### src/rtl/serial_subtractor.sv
// serial_subtractor: bit-serial unsigned subtractor, one bit per clock, LSB first.
// A start in IDLE captures a/b; WIDTH shift cycles later the result lands in
// diff/borrow_out together with a one-cycle done pulse.
module serial_subtractor #(
    parameter int WIDTH = 8
) (
    input  logic             clk,
    input  logic             rst,
    input  logic             start,
    input  logic [WIDTH-1:0] a,
    input  logic [WIDTH-1:0] b,
    output logic             busy,
    output logic             done,
    output logic [WIDTH-1:0] diff,
    output logic             borrow_out
);

    // counter must be able to represent WIDTH itself
    localparam int CW = $clog2(WIDTH + 1);

    typedef enum logic [1:0] {IDLE, SHIFT, DONE} state_t;

    state_t           state, state_nx;
    logic [WIDTH-1:0] sa, sb, pr;
    logic [CW-1:0]    cnt;
    logic             bw;
    logic             d, bw_nx, last;

    // full-subtractor cell on the current LSBs
    assign d     = sa[0] ^ sb[0] ^ bw;
    assign bw_nx = (~sa[0] & sb[0]) | (~(sa[0] ^ sb[0]) & bw);
    assign last  = (cnt == CW'(WIDTH - 1));

    // state register
    always_ff @(posedge clk or posedge rst) begin
        if (rst) state <= IDLE;
        else     state <= state_nx;
    end

    // next-state and status outputs
    always_comb begin
        state_nx = state;
        busy     = 1'b0;
        done     = 1'b0;
        case (state)
            IDLE:    if (start) state_nx = SHIFT;
            SHIFT: begin
                busy = 1'b1;
                if (last) state_nx = DONE;
            end
            DONE: begin
                busy     = 1'b1;
                done     = 1'b1;
                state_nx = IDLE;
            end
            default: state_nx = IDLE;
        endcase
    end

    // datapath: operand capture, serial shift, result publish on the final bit
    always_ff @(posedge clk or posedge rst) begin
        if (rst) begin
            sa         <= '0;
            sb         <= '0;
            pr         <= '0;
            cnt        <= '0;
            bw         <= 1'b0;
            diff       <= '0;
            borrow_out <= 1'b0;
        end else begin
            case (state)
                IDLE: begin
                    if (start) begin
                        sa  <= a;
                        sb  <= b;
                        pr  <= '0;
                        cnt <= '0;
                        bw  <= 1'b0;
                    end
                end
                SHIFT: begin
                    pr  <= {d, pr[WIDTH-1:1]};
                    sa  <= sa >> 1;
                    sb  <= sb >> 1;
                    bw  <= bw_nx;
                    cnt <= cnt + CW'(1);
                    // publish directly from the last cell so partials never show
                    if (last) begin
                        diff       <= {d, pr[WIDTH-1:1]};
                        borrow_out <= bw_nx;
                    end
                end
                default: ;
            endcase
        end
    end

endmodule

### config.mk
export PLATFORM = sky130hd
export DESIGN_NAME = serial_subtractor
export DESIGN_NICKNAME = d
export VERILOG_FILES = /design/src/rtl/serial_subtractor.sv
export SDC_FILE = /design/constraint.sdc
export NUM_CORES = 1
export LEC_CHECK = 0
export ABC_CLOCK_PERIOD_IN_PS = 1700
export BUFFER_PORTS_ARGS = -buffer_cell sky130_fd_sc_hd__clkbuf_2
export CAP_MARGIN = 10
export CORE_UTILIZATION = 54
export DETAILED_ROUTE_END_ITERATION = 16
export PLACE_DENSITY = 0.82
export SYNTH_ARGS = -nofsm -noshare
export SYNTH_HDL_FRONTEND = slang
export SYNTH_SLANG_ARGS = --single-unit
### constraint.sdc
create_clock -name clk -period 1.7 [get_ports clk]
set_input_delay 0.085 -clock clk [delete_from_list [all_inputs] [get_ports clk]]
set_output_delay 0.085 -clock clk [all_outputs]
set_load 0.01 [all_outputs]
-- Word-level counts from Yosys, hierarchy flattened
Index checks and enable logic that the tools add are counted.
- word-level logic and storage cells: 42
- register bits after elaboration: 40
- input port bits: 19
- output and inout port bits: 11
- reductions and logical operators: 6
- equal/unequal tests: 5
- bitwise operators: 7
- mux-type cells: 15
- $add $sub $neg: 1
- operators by type and width (cell ; number):
    8-bit case mux with 2 select lines ; 3
    8-bit two-way mux ; 3
    4-bit case mux with 2 select lines ; 1
    2-bit AND reduction ; 3
    4-bit by 1-bit adder with 4-bit output (second input constant) ; 1
    4-bit by 3-bit == test with 1-bit output (second input constant) ; 1
    2-bit two-way mux ; 2
    4-bit two-way mux ; 1
    2-bit inequality test (second input constant) ; 2
    2-bit case mux with 2 select lines ; 1
    1-bit two-way mux ; 3
    1-bit AND ; 2
    2-bit by 1-bit == test with 1-bit output (second input constant) ; 1
    2-bit == test (second input constant) ; 1
    2-bit zero test ; 1
    1-bit inverter ; 2
    1-bit case mux with 2 select lines ; 1
    2-bit nonzero test ; 1
    2-bit OR reduction ; 1
    1-bit XOR ; 2
    1-bit OR ; 1

-- Depth between registers and ports, before layout
- word-level depth: 5
- gate-level depth with buffers: 7

-- Worst setup path before layout
No wires, ideal clock.
- kind: register -> register
- start point: register state[0]
- end point: register diff[0]
- required time: 1.572 ns
- arrival time: 1.351 ns
- setup slack: 0.221 ns
- cell stages (with the launch flop): 6
- clock period less this slack: 1.479 ns
- cell sequence: dfrtp_1 ha_1 buf_4 nand4b_1 buf_2 mux2_1
- longest elaborated chain between the ends: 2
- RTL lines (item ; line ; text):
    start: declaration ; 23 ; state_t state, state_nx;
    start signal: assignment ; 37 ; else state <= state_nx;
    2-bit by 1-bit == test with 1-bit output ; 71 ; case (state)
    2-bit AND reduction (no source line) ; - ;
    end signal: assignment ; 89 ; diff <= {d, pr[WIDTH-1:1]};
    end: declaration ; 14 ; output logic [WIDTH-1:0] diff,
Every way passes these cells.
A chain may end at the register's enable or synchronous reset.

-- Worst setup path after layout
- start point: register state[0]
- end point: register cnt[3]
- longest elaborated chain between the ends: 3
- elaborated cells between the ends (all ways): 6
- those cells by class: eq/ne: 2; mux: 1; reduce/logical: 3
- RTL lines (item ; line ; text):
    2-bit by 1-bit == test with 1-bit output / 2-bit zero test (equally long branches) ; 71 ;
    2-bit nonzero test (no source line) / 2-bit inequality test (equally long branches) ; - ;
    2-bit AND reduction (no source line) ; - ;
    end signal: assignment ; 86 ; cnt <= cnt + CW'(1);
    end: declaration ; 25 ; logic [CW-1:0] cnt;
Parallel ways exist; a longest one is shown, timed or not.

==> impl_results.md <==
* Layout cell share with drive strength beyond 1 at 23.4%
* FMAX at 640 MHz
* Final net count at 207
* Final hold vios at 0
* Worst VDD drop at 0.915 mV
* Initial DRC count at 43
* HPWL Detailed at 2140 um
* Yosys reg bits at 39
* Htree depth at 2
* Crit start category: flop
* Critical path buffer and inverter count at 2
* Max Slew Vio Count at 0
* DRT Pass-1 Iters at 4
* Initial Util at 57.0%
* HP Start: a[0]
* Critical R2R Capture: cnt[3]
* Rel. slew slack at 68.3%
* N_diodes at 0
* Worst EP required at 1.93 ns
* Chip height at 58.8 um
* All-Layer GR Usage at 21.3%
* Power Dens Cells at 1600 mW/mm^2
* Crit path kind: flop to flop
* Reg-to-reg critical path startpoint: state[0]
* GR Overflow Total at 0
* Final core occ at 66.6%
* Critical Path AT at 1.79 ns
* Post-Synthesis Cells at 149
* CP max stage cell: dfrtp_1
* Number of global-route vias before repair at 1286
* Layout Skew at 0.00750 ns
* Max_cap viols at 0
* CTS sink count at 39
* Worst hold endpoint: sa[0]
* Worst path max stage delay at 0.42 ns
* DP Worst Slack at 0.0421 ns
* Num rows at 20
* Critical Path End Type: flop
* ANT nets after route at 0
* Yosys cell types at 24
* Final min period at 1.56 ns
* Commonest non-fill, non-tap cell in the layout: dfrtp_1
* CTS tree: yes
* Core ar. at 0.00305 sq mm
* Hold path cells at 3
* Sequential area share after synthesis at 56.1%
* Syn Nets at 173
* Root Driver: clkbuf_4
* Final setup TNS at 0 ns
* RSZ-0062 raised after global routing: no
* Synthesized cell area at 0.00174 sq mm
* CTS clk-pin slew, worst paths at 0.11 ns
* DRC viols at 0
* Total number of vias at 1199
* DR vias/cell at 5.26
* Avg Inst Size Synth at 11.7 sq um
* Crit-path max FO at 45
* Status: complete, no violations
* Layout area overhead at 16.8%
* Tcrit/Tclk final at 91.9%
* Largest net degree at the start of global routing at 46
* Critical path, cell by cell: inv_1, ha_2, mux2i_4, buf_12, a21oi_1, o32ai_1
* Inserted Clock Buffers at 5
* Least-Margin Pin Slew at 0.476 ns
* Number of setup violations in the final report at 0
* FF-to-FF path depth at 6
* Critical path's top delay family: flip-flops
* Die W at 58.8 um
* Placer Congestion at 0.758
* Setup ws final at 0.138 ns
* Die area at 0.00345 sq mm
* Routed WL at 2990 um
* Hold/Removal Path Class: input pin to flop
* WL/cell at 13.1 um
* R2R setup slack at 0.14 ns
* First-pass GRT wire length at 5450 um
* Leak at 1.02 nW
* Max Buffers Root-to-Sink at 2
* Antenna violations before repair at 0
* Fill cells at 263
* Yosys warns at 0
* I/O pin total at 30
* Commonest non-fill, non-tap cells in the layout: dfrtp_1, clkbuf_2, nand2_1
* Worst-Skew Late Latency at 0.33 ns
* Port Buffers at 29
worst max path at each step:
stage	from	to	slack, ns	cells after the start
5_1_grt	state[1]	sa[5]	0.01	5
4_1_cts	state[1]	sb[1]	0.03	5
2_1_floorplan	state[0]	diff[0]	0.22	5
3_3_place_gp	state[1]	sa[3]	0.14	5
6_report	state[0]	cnt[3]	0.14	6
3_5_place_dp	state[1]	sb[1]	0.04	5
registers in the layout, summed over array words and instances (netlist names):
name        flops
diff            8
bw              1
state           2
pr              7
sa              8
borrow_out      1
cnt             4
sb              8
final cells by class:
type	count	area [sq um]	area share, %
Clock buffer	8	68.8	3.39
Inverter	6	22.5	1.11
Multi-Input combinational cell	95	692	34.1
Sequential cell	39	976	48.0
Tap cell	44	55.1	2.71
Timing Repair Buffer	36	218	10.7
synthesized netlist by cell type:
master	number	area [sq um]
a311oi_1	1	8.76
a22o_1	8	70.1
ha_1	4	50.1
nand3_1	2	10.0
o21ai_1	19	95.1
inv_1	6	22.5
buf_4	1	7.51
nand2b_1	3	18.8
o22ai_1	1	6.26
fa_1	1	20.0
o32ai_1	1	8.76
nand3b_1	2	15.0
buf_6	1	11.3
buf_2	7	35.0
a21oi_1	3	15.0
nand4b_1	2	17.5
nor2b_1	1	6.26
mux2i_1	14	140
nand2_1	22	82.6
mux2i_4	1	22.5
mux2_1	8	90.1
dfrtp_1	39	976
and2_1	1	6.26
nor2_1	1	3.75
worst register-to-register path, stage by stage, from the launching register on:
cell     delay (ns)
dfrtp_1        0.42
inv_1          0.11
ha_2           0.24
mux2i_4        0.27
buf_12         0.23
a21oi_1        0.07
o32ai_1        0.13
layer usage:
| layer | up-vias | share of wire [%] | GRT usage, % | routed length (um) |
|---|---|---|---|---|
| met4 | 0 | 1.2 | 8.50 | 35 |
| met5 | - | 0 | 0 | 0 |
| met3 | 5 | 3.4 | 4.62 | 102 |
| met2 | 28 | 51 | 36.9 | 1530 |
| met1 | 580 | 44 | 25.8 | 1320 |
| li1 | 586 | - | - | - |
logic make-up after synthesis:
kind of cell,share of synthesized area [%]
DFF,56.1
buffers and inverters,4.39
AOI/OAI and AO/OA,11.7
and+or+nand+nor,9.21
muxes,14.5
adders and majority gates,4.03
repair_timing:
action                                 in CTS  in global routing
setup endpoints to repair                   0                 23
hold buffers                                3                  0
resized for setup                           0                  2
endpoints found under the hold margin      41                  0
setup buffers                               0                  0
report_power, final:
part           switching (mW)  internal (mW)
registers               0.208           1.25
clock network           0.277          0.244
logic                   0.688          0.581
per-stage QoR:
step | hold slack, ns | instances | instance area, sq um | power, mW
final | 0.0129 | 228 | 2030 | 3.25
after floorplan | 0.225 | 149 | 1740 | 2.44
after global routing | 0.0254 | 228 | 2030 | 3.52
after detailed placement | 0.203 | 217 | 1930 | 2.76
after CTS | 0.0136 | 228 | 2030 | 3.28
after global placement | 0.197 | 217 | 1930 | 2.65
Power figures use the tool's default switching activity.
